$ cat config.mk
export PLATFORM = sky130hd
export DESIGN_NAME = motor_driver_output_stage
export DESIGN_NICKNAME = d
export VERILOG_FILES = /design/src/rtl/motor_driver_output_stage.sv
export SDC_FILE = /design/constraint.sdc
export NUM_CORES = 1
export LEC_CHECK = 0
export BUFFER_PORTS_ARGS = -buffer_cell sky130_fd_sc_hd__buf_2
export CAP_MARGIN = 20
export CORE_ASPECT_RATIO = 2
export CORE_MARGIN = 2
export CORE_UTILIZATION = 30
export CTS_CLUSTER_SIZE = 40
export DETAILED_ROUTE_END_ITERATION = 8
export GPL_TIMING_DRIVEN = 0
export SYNTH_ARGS = -nofsm -noshare
export SYNTH_HDL_FRONTEND = slang
export SYNTH_SLANG_ARGS = --single-unit
$ cat constraint.sdc
create_clock -name clock -period 5.5 [get_ports clock]
set_input_delay 0.275 -clock clock [delete_from_list [all_inputs] [get_ports clock]]
set_output_delay 0.275 -clock clock [all_outputs]
set_load 0.01 [all_outputs]
$ cat src/rtl/motor_driver_output_stage.sv
// H-bridge gate driver bank: per-channel OFF/DEAD/FWD/REV sequencer that forces an
// all-low dead window before every turn-on or reversal; turn-off is immediate.
//
// state | meaning
// ------+---------------------------------------------------------------
// OFF   | both legs low, idle
// DEAD  | both legs low, dead-time counter running before a new drive
// FWD   | drive_a high (forward leg)
// REV   | drive_b high (reverse leg)
module motor_driver_output_stage #(
    parameter int NUM_OF_DRIVERS = 16,
    parameter int DEAD_TIME      = 4,
    parameter int DEAD_CNT_WIDTH = 8
) (
    input  logic                      clock,
    input  logic                      reset,
    input  logic                      output_active,
    input  logic                      update_cycle_complete,
    input  logic [NUM_OF_DRIVERS-1:0] inverter_select,
    input  logic [NUM_OF_DRIVERS-1:0] row_col_select,
    input  logic [NUM_OF_DRIVERS-1:0] row_data,
    input  logic [NUM_OF_DRIVERS-1:0] col_data,
    output logic [NUM_OF_DRIVERS-1:0] drive_a,
    output logic [NUM_OF_DRIVERS-1:0] drive_b,
    output logic [NUM_OF_DRIVERS-1:0] dead_active
);

    typedef enum logic [1:0] {
        S_OFF  = 2'd0,
        S_DEAD = 2'd1,
        S_FWD  = 2'd2,
        S_REV  = 2'd3
    } state_t;

    localparam logic [DEAD_CNT_WIDTH-1:0] DEAD_LOAD = DEAD_CNT_WIDTH'(DEAD_TIME - 1);

    logic cmd_off;
    assign cmd_off = ~output_active | update_cycle_complete;

    for (genvar i = 0; i < NUM_OF_DRIVERS; i++) begin : g_drv
        state_t                    state_q, state_d;
        logic [DEAD_CNT_WIDTH-1:0] cnt_q, cnt_d;
        logic                      cmd_fwd;
        logic                      a_q, b_q, dead_q;

        assign cmd_fwd = (row_col_select[i] ? col_data[i] : row_data[i]) ^ inverter_select[i];

        always_comb begin
            state_d = state_q;
            cnt_d   = cnt_q;
            case (state_q)
                S_OFF: begin
                    if (!cmd_off) begin
                        state_d = S_DEAD;
                        cnt_d   = DEAD_LOAD;
                    end
                end
                S_FWD: begin
                    if (cmd_off) begin
                        state_d = S_OFF;
                    end else if (!cmd_fwd) begin
                        state_d = S_DEAD;
                        cnt_d   = DEAD_LOAD;
                    end
                end
                S_REV: begin
                    if (cmd_off) begin
                        state_d = S_OFF;
                    end else if (cmd_fwd) begin
                        state_d = S_DEAD;
                        cnt_d   = DEAD_LOAD;
                    end
                end
                S_DEAD: begin
                    if (cmd_off) begin
                        state_d = S_OFF;
                        cnt_d   = '0;
                    end else if (cnt_q != '0) begin
                        // direction flips inside the window do not restart it
                        cnt_d = cnt_q - DEAD_CNT_WIDTH'(1);
                    end else begin
                        state_d = cmd_fwd ? S_FWD : S_REV;
                    end
                end
                default: begin
                    state_d = S_OFF;
                    cnt_d   = '0;
                end
            endcase
        end

        always_ff @(posedge clock or posedge reset) begin
            if (reset) begin
                state_q <= S_OFF;
                cnt_q   <= '0;
                a_q     <= 1'b0;
                b_q     <= 1'b0;
                dead_q  <= 1'b0;
            end else begin
                state_q <= state_d;
                cnt_q   <= cnt_d;
                a_q     <= (state_d == S_FWD);
                b_q     <= (state_d == S_REV);
                dead_q  <= (state_d == S_DEAD);
            end
        end

        assign drive_a[i]     = a_q;
        assign drive_b[i]     = b_q;
        assign dead_active[i] = dead_q;
    end

endmodule

==> summary.md, run 1 <==
| Metric | Value |
|---|---|
| Outcome | `completed` |
| Global-route met1 utilization | `15.6%` |
| Grt ovf | `0` |
| Leak | `6.56 nW` |
| Syn_area_per_cell | `9.13 um2` |
| Rel. slew slack | `34.1%` |
| Layout cells sized above 1 | `16.2%` |
| Seq/Total Area, Yosys | `43.6%` |
| Initial DRC count | `657` |
| Final period utilization | `60.2%` |
| First-pass GRT wire length | `53.9 mm` |
| Post-layout min period | `3310 ps` |
| Met2 usage | `31.2%` |
| Routed vias/inst | `5.34` |
| Ports | `116` |
| Final Net Count | `1,536` |
| Pwr/cell area | `296 nW/um2` |
| Die area | `41,500 um2` |
| Unrepaired setup endpoints after global routing | `false` |
| Clock Path Buffers | `3` |
| Worst Hold Class | `in -> reg` |
| Drc violations | `0` |
| Netlist cell types | `82` |
| Dpl hpwl | `24.8 mm` |
| Total power | `4.14 mW` |
| Setup violations, final | `0` |
| Async S/R FF share, synth | `100%` |
| Setup bufs post-CTS | `0` |
| Fin Setup TNS | `0 ps` |
| Clk_lat worst skew | `520 ps` |
| Cell taking the most area after synthesis | `dfrtp_1` |
| Mapped Cells | `1,308` |
| Met3 GRT Util | `2.13%` |
| Critical Path AT | `3630 ps` |
| First-pass DRT Iterations | `5` |
| Synth Cell Area | `11,900 um2` |
| Final Skew | `11.9 ps` |
| Per-cell routed wire length | `17.0 um` |
| Max Fclk | `0.302 GHz` |
| Net Count, Synth | `1,392` |
| Vias | `10,600` |
| Clk slew on worst S/H paths | `70 ps` |
| Area grow syn2layout | `17.0%` |
| Crit end category | `register` |
| CP Class | `in -> reg` |
| Post-Route WL | `33.8 mm` |
| Die height | `286 um` |
| Port bufs | `115` |
| Final Slew Violations | `0` |
| Maximum number of pins on one net before global-route repair | `41` |
| Max_cap viols | `0` |
| Fin util | `35.5%` |
| Site Rows | `103` |
| H-tree depth | `1` |
| Top cells by count, synth | `dfrtp_1 (208), nor2_1 (125), o21ai_0 (90), a21oi_1 (86), nand2_1 (85)` |
| Chip width | `145 um` |
| Worst-margin pin slew | `963 ps` |
| PostCTS Resize Cnt | `0` |
| Most repeated cell in the gate-level netlist after synthesis | `dfrtp_1` |
| CTS tree | `yes` |
| Crit path launch type | `input pin` |
| Most used routing layer | `met2` |
| Critical path peak fanout | `10` |
| Core ar. | `39,300 um2` |
| Vias in the first global route | `10,800` |
| Total track usage | `16.0%` |
| Initial antenna violation count | `2` |
| Top-area cell type share of the netlist area | `43.6%` |
| CTS sink cnt | `208` |
| Synth Register Bits | `208` |
| DRT antenna net count | `0` |
| CP required | `5820 ps` |
| VDD IR max | `153 uV` |
| Synth Warn # | `0` |
| Synth top area cells | `dfrtp_1 (44%), nor2_1 (3.9%), o21ai_0 (3.8%)` |
| Synth Flop Type | `dfrtp_1` |
| Cts bufs inserted | `20` |
| Clk root buf | `clkbuf_16` |
| RePlAce Congestion | `0.833` |
| Fin. Hold Viols | `0` |
| Post-synth EDFFs | `0` |
| Initial core utilization | `30.4%` |
[cell type report]
type | instances | area (um2)
diodes | 1 | 2.50
plain buffers | 87 | 520
clock buffers | 29 | 616
clock inverters | 5 | 50.0
fillers | 4016 | 25300
inverters | 72 | 274
multi-input cells | 941 | 5940
flip-flops and latches | 208 | 5200
well taps | 525 | 657
repair buffers | 122 | 706
[path summary, 6_finish.rpt]
kind | start | to | slack (ps) | cells after the start
setup / recovery | update_cycle_complete | g_drv[0].a_q$_DFF_PP0_ | 2190 | 7
hold / removal | inverter_select[12] | g_drv[12].b_q$_DFF_PP0_ | 130 | 3
setup reg to reg | g_drv[2].cnt_q[0]$_DFFE_PP0P_ | g_drv[2].b_q$_DFF_PP0_ | 2670 | 5
hold reg to reg | g_drv[7].cnt_q[6]$_DFFE_PP0P_ | g_drv[7].cnt_q[6]$_DFFE_PP0P_ | 490 | 1
max in group asynchronous | reset | g_drv[6].cnt_q[3]$_DFFE_PP0P_ | 4390 | 6
min in group asynchronous | reset | g_drv[1].b_q$_DFF_PP0_ | 180 | 3
[cells in the final DEF, fill, tap and decap left out, types with 9 or more instances in the layout]
cell       count
xor2_1        16
nand2_1       85
or3_1         21
nor2_1       125
clkbuf_1      31
or4_1         12
o21ai_0       90
o31ai_1       18
nand3_1       30
o2bb2ai_1     11
nor4_1        27
buf_4         48
and3_1        25
nor4b_1        9
o211ai_1      13
nor2b_1       17
ha_1          16
mux2i_1       28
nand2b_1      29
nor3_1        57
a21oi_1       86
a31oi_1       26
clkbuf_16     21
buf_2        120
dfrtp_1      208
inv_1         71
and2_1        26
a211o_1       14
[power by group]
part / switching (mW) / leakage, nW / internal [mW]
logic: 0.558 / 3.45 / 0.360
clock network: 0.612 / 0.334 / 0.821
registers: 0.137 / 2.77 / 1.65
[cells by family (layout without fill, tap and decap cells)]
| kind of cell | Yosys count | in the layout | synth area share (%) |
|---|---|---|---|
| AOI/OAI and AO/OA | 351 | 351 | 19.4 |
| xor gates and xnor gates | 31 | 31 | 3.20 |
| adders and majority gates | 16 | 16 | 1.68 |
| buffers and inverters | 159 | 315 | 6.62 |
| DFF | 208 | 208 | 43.6 |
| muxes | 37 | 37 | 3.22 |
| other | 0 | 1 | 0 |
| and+or+nand+nor | 506 | 506 | 22.3 |
[flip-flops by register name (all words and copies together) (netlist names)]
| signal | count |
|---|---|
| g_drv.b_q | 16 |
| g_drv.cnt_q | 128 |
| g_drv.dead_q | 16 |
| g_drv.a_q | 16 |
| g_drv.state_q | 32 |
[per-stage QoR]
stage	setup WS, ps	cell area [um2]	cells	hold slack, ps
6_report	2190	14000	1990	127
4_1_cts	2170	14000	1989	105
5_1_grt	2180	14000	1990	137
3_3_place_gp	1020	13200	1948	470
3_5_place_dp	1700	13300	1954	169
2_1_floorplan	2520	11900	1308	442
[per-layer routing]
| metal | part of all wire [%] | wire length (um) |
|---|---|---|
| met5 | 0.038 | 13 |
| met4 | 5.8 | 1950 |
| met3 | 4.1 | 1370 |
| met2 | 54 | 18300 |
| met1 | 36 | 12100 |
[critical path, cell delays in order]
cell and delay [ps]:
buf_2 150, nand2b_1 480, buf_2 410, clkbuf_1 570, clkbuf_1 780, buf_1 690
nor3_1 260
[repair_timing]
item	CTS	global route
endpoints found under the setup margin	0	0
hold endpoints to repair	40	0
hold buffers	1	0
Note: power is estimated with default switching activity, not from simulation.
==> inputs of run 2 (changes only) <==
- clock period: 5.5 -> 2.8 ns (I/O delays scaled with it)
==> run 2 against run 1 <==
  * Sequential power up 97%
  * Combinational power rose by 97%
  * Final cell count rose by 0.20%
  * Clock-buffer cell count unchanged
  * Die area unchanged
  * Critical path depth decreased by 2
  * Setup slack lost 2000 ps
  * Worst hold slack got worse by 110 ps
  * Via count about the same
  * Clock power up 97%
  * Largest power group unchanged
  * Highest routed layer unchanged
==> summary.md, run 2 (synthesis gave the netlist of run 1 again) <==
| Metric | Value |
|---|---|
| Outcome | `completed` |
| Crit end category | `register` |
| Die height | `286 um (unchanged)` |
| Clk root buf | `clkbuf_16` |
| RePlAce Congestion | `0.833 (unchanged)` |
| Crit path largest cell delay | `760 ps (-20 ps)` |
| # fillers | `4,016 (unchanged)` |
| First-pass DRT Iterations | `5 (unchanged)` |
| Register area | `5200 um2 (unchanged)` |
| Largest registers | `g_drv.cnt_q: 128 flops, g_drv.state_q: 32 flops` |
| Pwr/cell area | `579 nW/um2 (+95%)` |
| CTS sink cnt | `208 (unchanged)` |
| Total track usage | `16.0% (about the same)` |
| Initial antenna violation count | `2 (unchanged)` |
| Clock Path Buffers | `3 (unchanged)` |
| Chip width | `145 um (unchanged)` |
| H-tree depth | `1 (unchanged)` |
| Routed vias/inst | `5.33 (-0.12%)` |
| Vias in the first global route | `10,800 (+0.14%)` |
| Final period utilization | `92.2%` |
| Total power | `8.13 mW (+96%)` |
| Leak | `6.60 nW (+0.65%)` |
| Worst-margin pin slew | `940 ps (-23.3 ps)` |
| Post-Route WL | `33.7 mm (-0.16%)` |
| Unrepaired setup endpoints after global routing | `false` |
| CP max stage cell | `a2111oi_1` |
| Die area | `41,500 um2 (unchanged)` |
| Setup violations, final | `0 (unchanged)` |
| Final Skew | `11.5 ps (-0.317 ps)` |
| Critical path peak fanout | `6 (-4)` |
| Most frequent cells in the layout | `dfrtp_1 (208), nor2_1 (125), buf_2 (121)` |
| Crit path max-delay family | `simple AND/OR/NAND/NOR gates` |
| Drc violations | `0 (unchanged)` |
| CP Buf/Inv Count | `1 (-4)` |
| Crit path from | `g_drv[2].cnt_q[0]$_DFFE_PP0P_` |
| Rel. slew slack | `37.3% (+3.2 points)` |
| Maximum number of pins on one net before global-route repair | `41 (unchanged)` |
| Commonest non-fill, non-tap cell in the layout | `dfrtp_1` |
| Ports | `116 (unchanged)` |
| Worst reg2reg setup slack | `220 ps (-2450 ps)` |
| Largest reg by FF count | `g_drv.cnt_q` |
| Fin Setup TNS | `0 ps (unchanged)` |
| Cell Chain, Critical Path | `inv_1, ha_1, nor4b_1, nand2_1, a2111oi_1` |
| Crit path launch type | `register` |
| Initial core utilization | `30.4% (unchanged)` |
| Cts bufs inserted | `20 (unchanged)` |
| Worst hold start | `inverter_select[1]` |
| Grt ovf | `0 (unchanged)` |
| First-pass GRT wire length | `54.0 mm (+0.11%)` |
| Vias | `10,600 (+0.085%)` |
| Initial DRC count | `606 (-7.8%)` |
| Area of the multi-input gates | `5940 um2 (about the same)` |
| Max Fclk | `0.388 GHz` |
| Max_cap viols | `0 (unchanged)` |
| Critical Path AT | `2920 ps (-710 ps)` |
| DRT antenna net count | `0 (unchanged)` |
| Final Slew Violations | `0 (unchanged)` |
| Post-layout min period | `2580 ps` |
| Dpl hpwl | `24.8 mm (unchanged)` |
| Per-cell routed wire length | `16.9 um (-0.36%)` |
| CP required | `3130 ps (-2690 ps)` |
| Site Rows | `103 (unchanged)` |
| CTS tree | `yes` |
| CP Class | `reg -> reg` |
| Clk_lat worst skew | `520 ps (about the same)` |
| Final Net Count | `1,540 (+0.26%)` |
| Fin. Hold Viols | `0 (unchanged)` |
| Core ar. | `39,300 um2 (unchanged)` |
| Clk slew on worst S/H paths | `70 ps (about the same)` |
| VDD IR max | `299 uV (+96%)` |
| Layout cells sized above 1 | `16.7% (+0.50 points)` |
| Worst Hold Class | `in -> reg` |
| Area grow syn2layout | `17.6%` |
| Reg-to-Reg Start | `g_drv[2].cnt_q[0]$_DFFE_PP0P_` |
| Max reg flops | `128 (unchanged)` |
| Port bufs | `115 (unchanged)` |
==> run 2: cell count changes in the layout (fill, tap and decap cells not counted), sizes merged <==
cell and delta:
buf -3, dlygate4sd3 +4, clkdlybuf4s15 +3
==> run 2: layer usage <==
layer	GRT usage (%)	routed length, um	share of wire [%]	up-vias
met5	0	13	0.039	-
met4	10.1	1970	5.8	2
met3	2.08	1300	3.8	92
met2	31.2	18300	54	265
met1	15.6	12200	36	5233
li1	-	-	-	5038
==> run 2: metrics by stage <==
stage	worst slack, ps	hold WS, ps	utilization [%]	instances	cell area [um2]
after global placement	-1540	470	33.5	1948	13200
after global routing	100	31.2	35.7	1994	14000
final	220	15.3	35.7	1994	14000
after floorplan	-40.2	347	-	1308	11900
after detailed placement	-863	34.4	33.8	1954	13300
after CTS	117	1.77	35.7	1993	14000
==> run 2: what timing repair did <==
item,4_1_cts,5_1_grt
hold buffers,5,0
setup endpoints to repair,52,1
gates resized for setup,11,1
buffers inserted,0,0
hold endpoints to repair,63,0
==> run 2: where the power goes <==
group	internal [mW]	switching (mW)	total [mW]	leakage, nW
Sequential	3.25	0.269	3.52	2.77
Combinational	0.713	1.10	1.81	3.50
Clock	1.61	1.20	2.81	0.334
==> run 2: worst paths after layout <==
| path | depth (start not counted) | to |
|---|---|---|
| min | 4 | g_drv[1].state_q[0]$_DFF_PP0_ |
| max | 5 | g_drv[2].b_q$_DFF_PP0_ |
| min reg2reg | 1 | g_drv[7].cnt_q[6]$_DFFE_PP0P_ |
| max reg2reg | 5 | g_drv[2].b_q$_DFF_PP0_ |
| max in group asynchronous | 6 | g_drv[6].cnt_q[4]$_DFFE_PP0P_ |
| min in group asynchronous | 3 | g_drv[1].b_q$_DFF_PP0_ |
==> run 2: cell type report <==
type | count | share of cell area [%]
clock inverter | 5 | 0.356
antenna | 1 | 0.0178
inverter | 72 | 1.95
clock buffer | 29 | 4.38
timing repair buffer | 126 | 5.31
multi-input combinational | 941 | 42.3
tap | 525 | 4.68
sequential | 208 | 37.1
buffer | 87 | 3.91
==> run 2: worst min-delay path: cells and delay by family <==
family        cells  cell delay, ps
xor+xnor          1              90
buf+inv           1             110
simple gates      2             150
